## src/rtl/cpu_defs.sv

```systemverilog
// Opcode/funct constants and fetch-state encoding shared by the fetch stage
// and Control_Unit.
package cpu_defs;

  localparam logic [5:0] OP_RTYPE = 6'b000000;
  localparam logic [5:0] OP_LW    = 6'b100011;
  localparam logic [5:0] OP_SW    = 6'b101011;
  localparam logic [5:0] OP_BEQ   = 6'b000100;
  localparam logic [5:0] OP_LUI   = 6'b001111;

  localparam logic [5:0] F_ADD = 6'b100000;
  localparam logic [5:0] F_SUB = 6'b100010;
  localparam logic [5:0] F_AND = 6'b100100;
  localparam logic [5:0] F_OR  = 6'b100101;
  localparam logic [5:0] F_XOR = 6'b100110;

  typedef enum logic [1:0] {
    IDLE  = 2'b00,
    FETCH = 2'b01,
    VALID = 2'b10
  } fetch_state_e;

endpackage

```

## src/rtl/instr_fetch_next_pc.sv

```systemverilog
// Combinational next-PC: pc+4, or pc+4+(sext(imm)<<2) when the branch is taken.
// Arithmetic wraps silently modulo 2^ADDR_W.
module instr_fetch_next_pc #(
  parameter int ADDR_W = 32
) (
  input  logic [ADDR_W-1:0] pc_i,
  input  logic [15:0]       imm_i,
  input  logic              take_branch_i,
  output logic [ADDR_W-1:0] next_pc_o
);

  localparam logic [ADDR_W-1:0] PC_STEP = ADDR_W'(4);

  logic [ADDR_W-1:0] seq_pc;
  logic [ADDR_W-1:0] br_offset;

  assign seq_pc    = pc_i + PC_STEP;
  // Word offset: sign-extend the 16-bit immediate, then scale by 4.
  assign br_offset = {{(ADDR_W-18){imm_i[15]}}, imm_i, 2'b00};
  assign next_pc_o = take_branch_i ? (seq_pc + br_offset) : seq_pc;

endmodule

```

## src/rtl/instr_fetch.sv

```systemverilog
// Fetch stage: owns the PC, fetches from instruction memory via req/ack and
// presents the held word and its fields to decode via valid/ready.
module instr_fetch
  import cpu_defs::*;
#(
  parameter int                ADDR_W   = 32,
  parameter logic [ADDR_W-1:0] RESET_PC = '0
) (
  input  logic              clk,
  input  logic              rst,
  output logic              imem_req,
  output logic [ADDR_W-1:0] imem_addr,
  input  logic [31:0]       imem_rdata,
  input  logic              imem_ack,
  output logic              instr_valid,
  input  logic              instr_ready,
  input  logic              branch_taken,
  output logic [ADDR_W-1:0] pc,
  output logic [31:0]       instr,
  output logic [5:0]        op,
  output logic [4:0]        rs,
  output logic [4:0]        rt,
  output logic [4:0]        rd,
  output logic [5:0]        func,
  output logic [15:0]       imm
);

  localparam logic [ADDR_W-1:0] RESET_PC_ALIGNED = {RESET_PC[ADDR_W-1:2], 2'b00};

  fetch_state_e      state_q, state_d;
  logic [ADDR_W-1:0] pc_q, pc_d;
  logic [31:0]       instr_q, instr_d;
  logic [ADDR_W-1:0] next_pc;
  logic              take_branch;

  assign take_branch = branch_taken && (instr_q[31:26] == OP_BEQ);

  instr_fetch_next_pc #(
    .ADDR_W (ADDR_W)
  ) u_next_pc (
    .pc_i          (pc_q),
    .imm_i         (instr_q[15:0]),
    .take_branch_i (take_branch),
    .next_pc_o     (next_pc)
  );

  always_ff @(posedge clk or posedge rst) begin
    if (rst) begin
      state_q <= IDLE;
      pc_q    <= RESET_PC_ALIGNED;
      instr_q <= 32'h0;
    end else begin
      state_q <= state_d;
      pc_q    <= pc_d;
      instr_q <= instr_d;
    end
  end

  always_comb begin
    state_d     = state_q;
    pc_d        = pc_q;
    instr_d     = instr_q;
    imem_req    = 1'b0;
    instr_valid = 1'b0;
    case (state_q)
      IDLE: state_d = FETCH;
      FETCH: begin
        imem_req = 1'b1;
        if (imem_ack) begin
          instr_d = imem_rdata;
          state_d = VALID;
        end
      end
      VALID: begin
        instr_valid = 1'b1;
        if (instr_ready) begin
          pc_d    = {next_pc[ADDR_W-1:2], 2'b00};
          state_d = FETCH;
        end
      end
      default: state_d = IDLE;
    endcase
  end

  assign imem_addr = {pc_q[ADDR_W-1:2], 2'b00};
  assign pc        = pc_q;
  assign instr     = instr_q;
  assign op        = instr_q[31:26];
  assign rs        = instr_q[25:21];
  assign rt        = instr_q[20:16];
  assign rd        = instr_q[15:11];
  assign func      = instr_q[5:0];
  assign imm       = instr_q[15:0];

endmodule

```

## config.mk

```make
export PLATFORM = sky130hd
export DESIGN_NAME = instr_fetch
export DESIGN_NICKNAME = d
export VERILOG_FILES = /design/src/rtl/cpu_defs.sv /design/src/rtl/instr_fetch_next_pc.sv /design/src/rtl/instr_fetch.sv
export SDC_FILE = /design/constraint.sdc
export NUM_CORES = 1
export LEC_CHECK = 0
export BUFFER_PORTS_ARGS = -buffer_cell sky130_fd_sc_hd__buf_2
export CAP_MARGIN = 30
export CORE_UTILIZATION = 50
export DETAILED_ROUTE_END_ITERATION = 12
export HOLD_SLACK_MARGIN = 0.02
export PLACE_DENSITY = 0.76
export SYNTH_ARGS = -nofsm -noshare
export SYNTH_HDL_FRONTEND = slang
export SYNTH_SLANG_ARGS = --single-unit
export TNS_END_PERCENT = 30
```

## constraint.sdc

```tcl
create_clock -name clk -period 4.7 [get_ports clk]
set_input_delay 0.235 -clock clk [delete_from_list [all_inputs] [get_ports clk]]
set_output_delay 0.235 -clock clk [all_outputs]
set_load 0.1 [all_outputs]
```

== After elaboration in Yosys (flattened, before gate mapping) ==
Index checks and enable logic that the tools add are counted.
Word-level totals
  register bits after elaboration: 64
  bits in latches: 0
  memory bits (writable): 0
  ROM bits: 0
  output and inout bits: 141
  word-level logic and storage cells: 21
  memories kept: 0
Operators by class
  $add $sub $neg: 2
  multiply operators: 0
  divide/modulo/power cells: 0
  magnitude comparators: 0
  eq/ne operators: 5
  shift-type cells: 0
  multiplexer cells: 6
  bitwise operators: 0
  reduce and logical (&&, ||, !) cells: 5
Operators by type and width (count)
  $add A32 B3 Y32 const B: 1
  $add A32 B32 Y32: 1
  $mux W32: 1
  $eq A6 B3 Y1 const B: 1
  $pmux W2 S3: 1
  $reduce_and A2 Y1: 3
  $mux W2: 2
  $ne A2 B2 Y1 const B: 2
  $eq A2 B1 Y1 const B: 1
  $eq A2 B2 Y1 const B: 1
  $logic_not A2 Y1: 1
  $mux W1: 2
  $logic_and A1 B1 Y1: 1

== Depth between registers and ports, before layout ==
  depth after elaboration: 3
  mapped depth: 16
  gate-level depth less buffers: 16

== Cells and area by module ==
From an unflattened synthesis, not the netlist that was laid out.
Second synthesis, totals
  cells, all modules: 601
  area, all modules: 5776.8 um^2
By module, submodules not included
  instr_fetch: times used 1, cells each 221, area each 3169.3 um^2
  instr_fetch_next_pc: times used 1, cells each 380, area each 2607.5 um^2

== Least setup slack after synthesis ==
OpenSTA, ideal clock, no wires.
  path type: register to register
  start: register pc_q[4], in the netlist pc[4]
  end: register pc_q[31], in the netlist pc[31]
  setup time: 0.083 ns
  data arrival time: 4.289 ns
  setup slack: 0.328 ns
  stages on the path, launching flop included: 15
  cells stage by stage: dfrtp_1 -> nand3_1 -> nor2_2 -> nand4_1 -> nor2_1 -> and4_1 -> nand3_1 -> xnor2_1 -> ha_1 -> a21oi_1 -> nor2b_1 -> and4_4 -> nor2_2 -> mux4_2 -> o211ai_2
Between the ends
  cells in the longest elaborated chain, start to end: 3
Ends and longest elaborated chain
  start, declared: RTL line instr_fetch.sv:31  | logic [ADDR_W-1:0] pc_q, pc_d;
  start signal, assigned: RTL line instr_fetch.sv:54  | pc_q <= pc_d;
  $add A32 B3 Y32 *: RTL line instr_fetch_next_pc.sv:17  | assign seq_pc = pc_i + PC_STEP;
  $add A32 B32 Y32: RTL line instr_fetch_next_pc.sv:20  | assign next_pc_o = take_branch_i ? (seq_pc + br_offset) : seq_pc;
  $mux W32 *: RTL line instr_fetch_next_pc.sv:20
Every way passes the cells marked *; elsewhere a longest branch is shown, timed or not.
A chain may end at the register's enable or synchronous reset.

== Worst setup path after layout ==
Ends and elaborated chain as after synthesis.

==> impl_metrics.json <==
{
  "clk_latency_ps": 360,
  "fin_tns_setup_ps": 0,
  "setup_ws_ps": 607,
  "clk_pin_slew_ps": 80,
  "start_util_pct": 52.3,
  "final.fill_count": 985,
  "hold_class": "input port to flop",
  "drive_gt1_share_pct": 32.3,
  "cts_tree": "done",
  "cp-start-kind": "flop",
  "skew_ps": 7.04,
  "die_x_um": 107,
  "wl_per_cell_um": 16.2,
  "multi_input_area_mm2": 0.00317,
  "worst_slew_margin_rel_pct": 45.2,
  "grt_pass1_vias": 4686,
  "vias": 4982,
  "synth_edf_count": 0,
  "syn2layout_area_growth_pct": 12.0,
  "grt_pass1_wl_mm": 23.2,
  "antenna_left": 0,
  "finalCritPeriodShare_pct": 87.1,
  "finalHoldViolCount": 0,
  "synth.distinct_cells": 62,
  "gp_congestion": 0.876,
  "cp.required_ps": 4980,
  "drv_cap": 0,
  "die_h_um": 107,
  "cts.path.max_buffers": 2,
  "antenna_cells": 0,
  "drt_iter0_drc": 367,
  "ys_ff_latch": 64,
  "clock_sinks": 64,
  "drc_errors": 0,
  "ys_seq_area_share_pct": 29.3,
  "slew_violations": 0,
  "worst-path-buf-inv": 0,
  "final_cell_mix": "buf_2 (173), dfrtp_1 (64), nand2_1 (58)",
  "dieArea_mm2": 0.0114,
  "drtPass1Iterations": 5,
  "critical_path_class": "flop to flop",
  "async_flop_share_pct": 100,
  "status": "finished clean",
  "drt-total-wl_mm": 14.2,
  "cts_made_buffers": 9,
  "layout_commonest_cell": "buf_2",
  "seqCellArea_mm2": 0.00160,
  "path_common_cell": "nor2_2",
  "fin_nets": 812,
  "crit_path_end_kind": "flop",
  "synth_ff_type": "dfrtp_1",
  "num_rows": 37,
  "hpwl_mm": 10.7,
  "grt_max_degree": 65,
  "io_buffers": 173,
  "overflow": 0,
  "dpl_worst_slack_ps": 701,
  "grt_usage_pct": 25.9,
  "crit_family": "simple AND/OR/NAND/NOR gates",
  "max_stage_delay_ps": 480,
  "coreArea_mm2": 0.0105,
  "ys_warn_count": 0,
  "synth_area_per_cell_um2": 8.55,
  "post-route-min-period_ps": 4090,
  "grt_setup_unrepaired": "false",
  "tightestPinTransition_ps": 821,
  "synthesis.instances": 640,
  "worstPathArrival_ps": 4370,
  "crit_chain": "nand3_1 -> nor2_2 -> nand4_1 -> nor3_1 -> nand2_1 -> xnor2_1 -> ha_1 -> a21o_1 -> a21oi_1 -> nor2b_1 -> and4_4 -> nor2_2 -> mux4_2 -> o211ai_2",
  "rrSetupSlack_ps": 610,
  "crit_path_top_delay_cell": "dfrtp_1",
  "cts_resized": 0,
  "netlist_area_mm2": 0.00547,
  "cts_root_buffer": "clkbuf_8",
  "pin_count": 178,
  "max_freq_ghz": 0.244,
  "cp_max_fo": 8,
  "grt_antenna_before_repair": 0,
  "viasPerCell": 5.67,
  "postCtsHoldBufs": 0,
  "htree_levels": 3,
  "post_cts.repair.setup_buffers": 0,
  "finalSetupViolCount": 0
}
## stage by stage
stage	hold WS, ps	utilization [%]	cell area, um2	instances
final	101	58.6	6130	878
after global routing	90.0	58.6	6130	878
after CTS	91.2	58.6	6130	878
after detailed placement	471	56.6	5930	862
after global placement	466	56.5	5910	861
after floorplan	344	-	5490	643
## final cells by class
cell class,count,area share (%)
multi-input cells,467,51.7
flip-flops and latches,64,26.1
repair buffers,180,15.1
well taps,136,2.77
clock buffers,10,2.24
clock inverters,6,1.10
inverters,15,0.918
## path summary, 6_finish.rpt
kind	from	endpoint	depth (start not counted)
max in group asynchronous	rst	pc[22]	3
setup / recovery	pc[4]	pc[31]	14
hold / removal	imem_rdata[9]	instr[9]	2
hold reg to reg	state_q[1]	state_q[0]	1
min in group asynchronous	rst	instr[10]	3
setup reg to reg	pc[4]	pc[31]	14
## cell usage after synthesis (2+ instances only)
cell	number	area share, %
buf_4	77	11
dfrtp_1	64	29
nand2_1	58	4.0
a21oi_1	49	4.5
nor2_1	46	3.2
o21ai_0	39	3.6
ha_1	37	8.5
mux2_2	32	6.6
xor2_1	28	4.5
xnor2_1	23	3.7
clkbuf_1	18	1.2
nand3_1	17	1.6
nor3_1	17	1.6
a21o_1	15	2.1
inv_1	15	1.0
nand4_1	10	1.1
and3_1	7	0.80
a31oi_1	6	0.69
and2_1	6	0.69
a22oi_1	5	0.69
o22ai_1	5	0.57
nor2b_1	4	0.46
o21a_1	4	0.55
o21bai_1	4	0.55
or3_1	4	0.46
a32oi_1	3	0.48
nand2b_1	3	0.34
nor4_1	3	0.34
o211ai_1	3	0.41
o31ai_1	3	0.41
nand3b_1	2	0.27
nor2_2	2	0.23
or4_1	2	0.27
## sequential cells by signal, indices dropped and copies added (netlist names)
signal,cells
pc,30
state_q,2
instr,32
## logic make-up (layout without fill, tap and decap cells)
family,after synthesis,after routing,share of synthesized area [%]
XOR/XNOR,51,51,8.16
AO/OA/AOI/OAI,150,150,16.8
AND/OR/NAND/NOR,190,190,16.8
flip-flops,64,64,29.3
adder cells (fa/ha/maj),38,38,8.82
buffers and inverters,112,211,13.0
other,1,4,0.0685
multiplexers,34,34,7.18
## layer usage
| metal | wire (um) | part of all wire [%] | up-vias | global-route usage, % |
|---|---|---|---|---|
| met1 | 6440 | 45 | 2346 | 35.5 |
| met5 | 0 | 0 | - | 0 |
| met3 | 1040 | 7.3 | 17 | 4.80 |
| li1 | - | - | 2374 | - |
| met4 | 195 | 1.4 | 0 | 8.51 |
| met2 | 6510 | 46 | 245 | 41.2 |
Power is not shown: default switching activity piles up to over one toggle a cycle in this logic, so the estimate is an artifact.
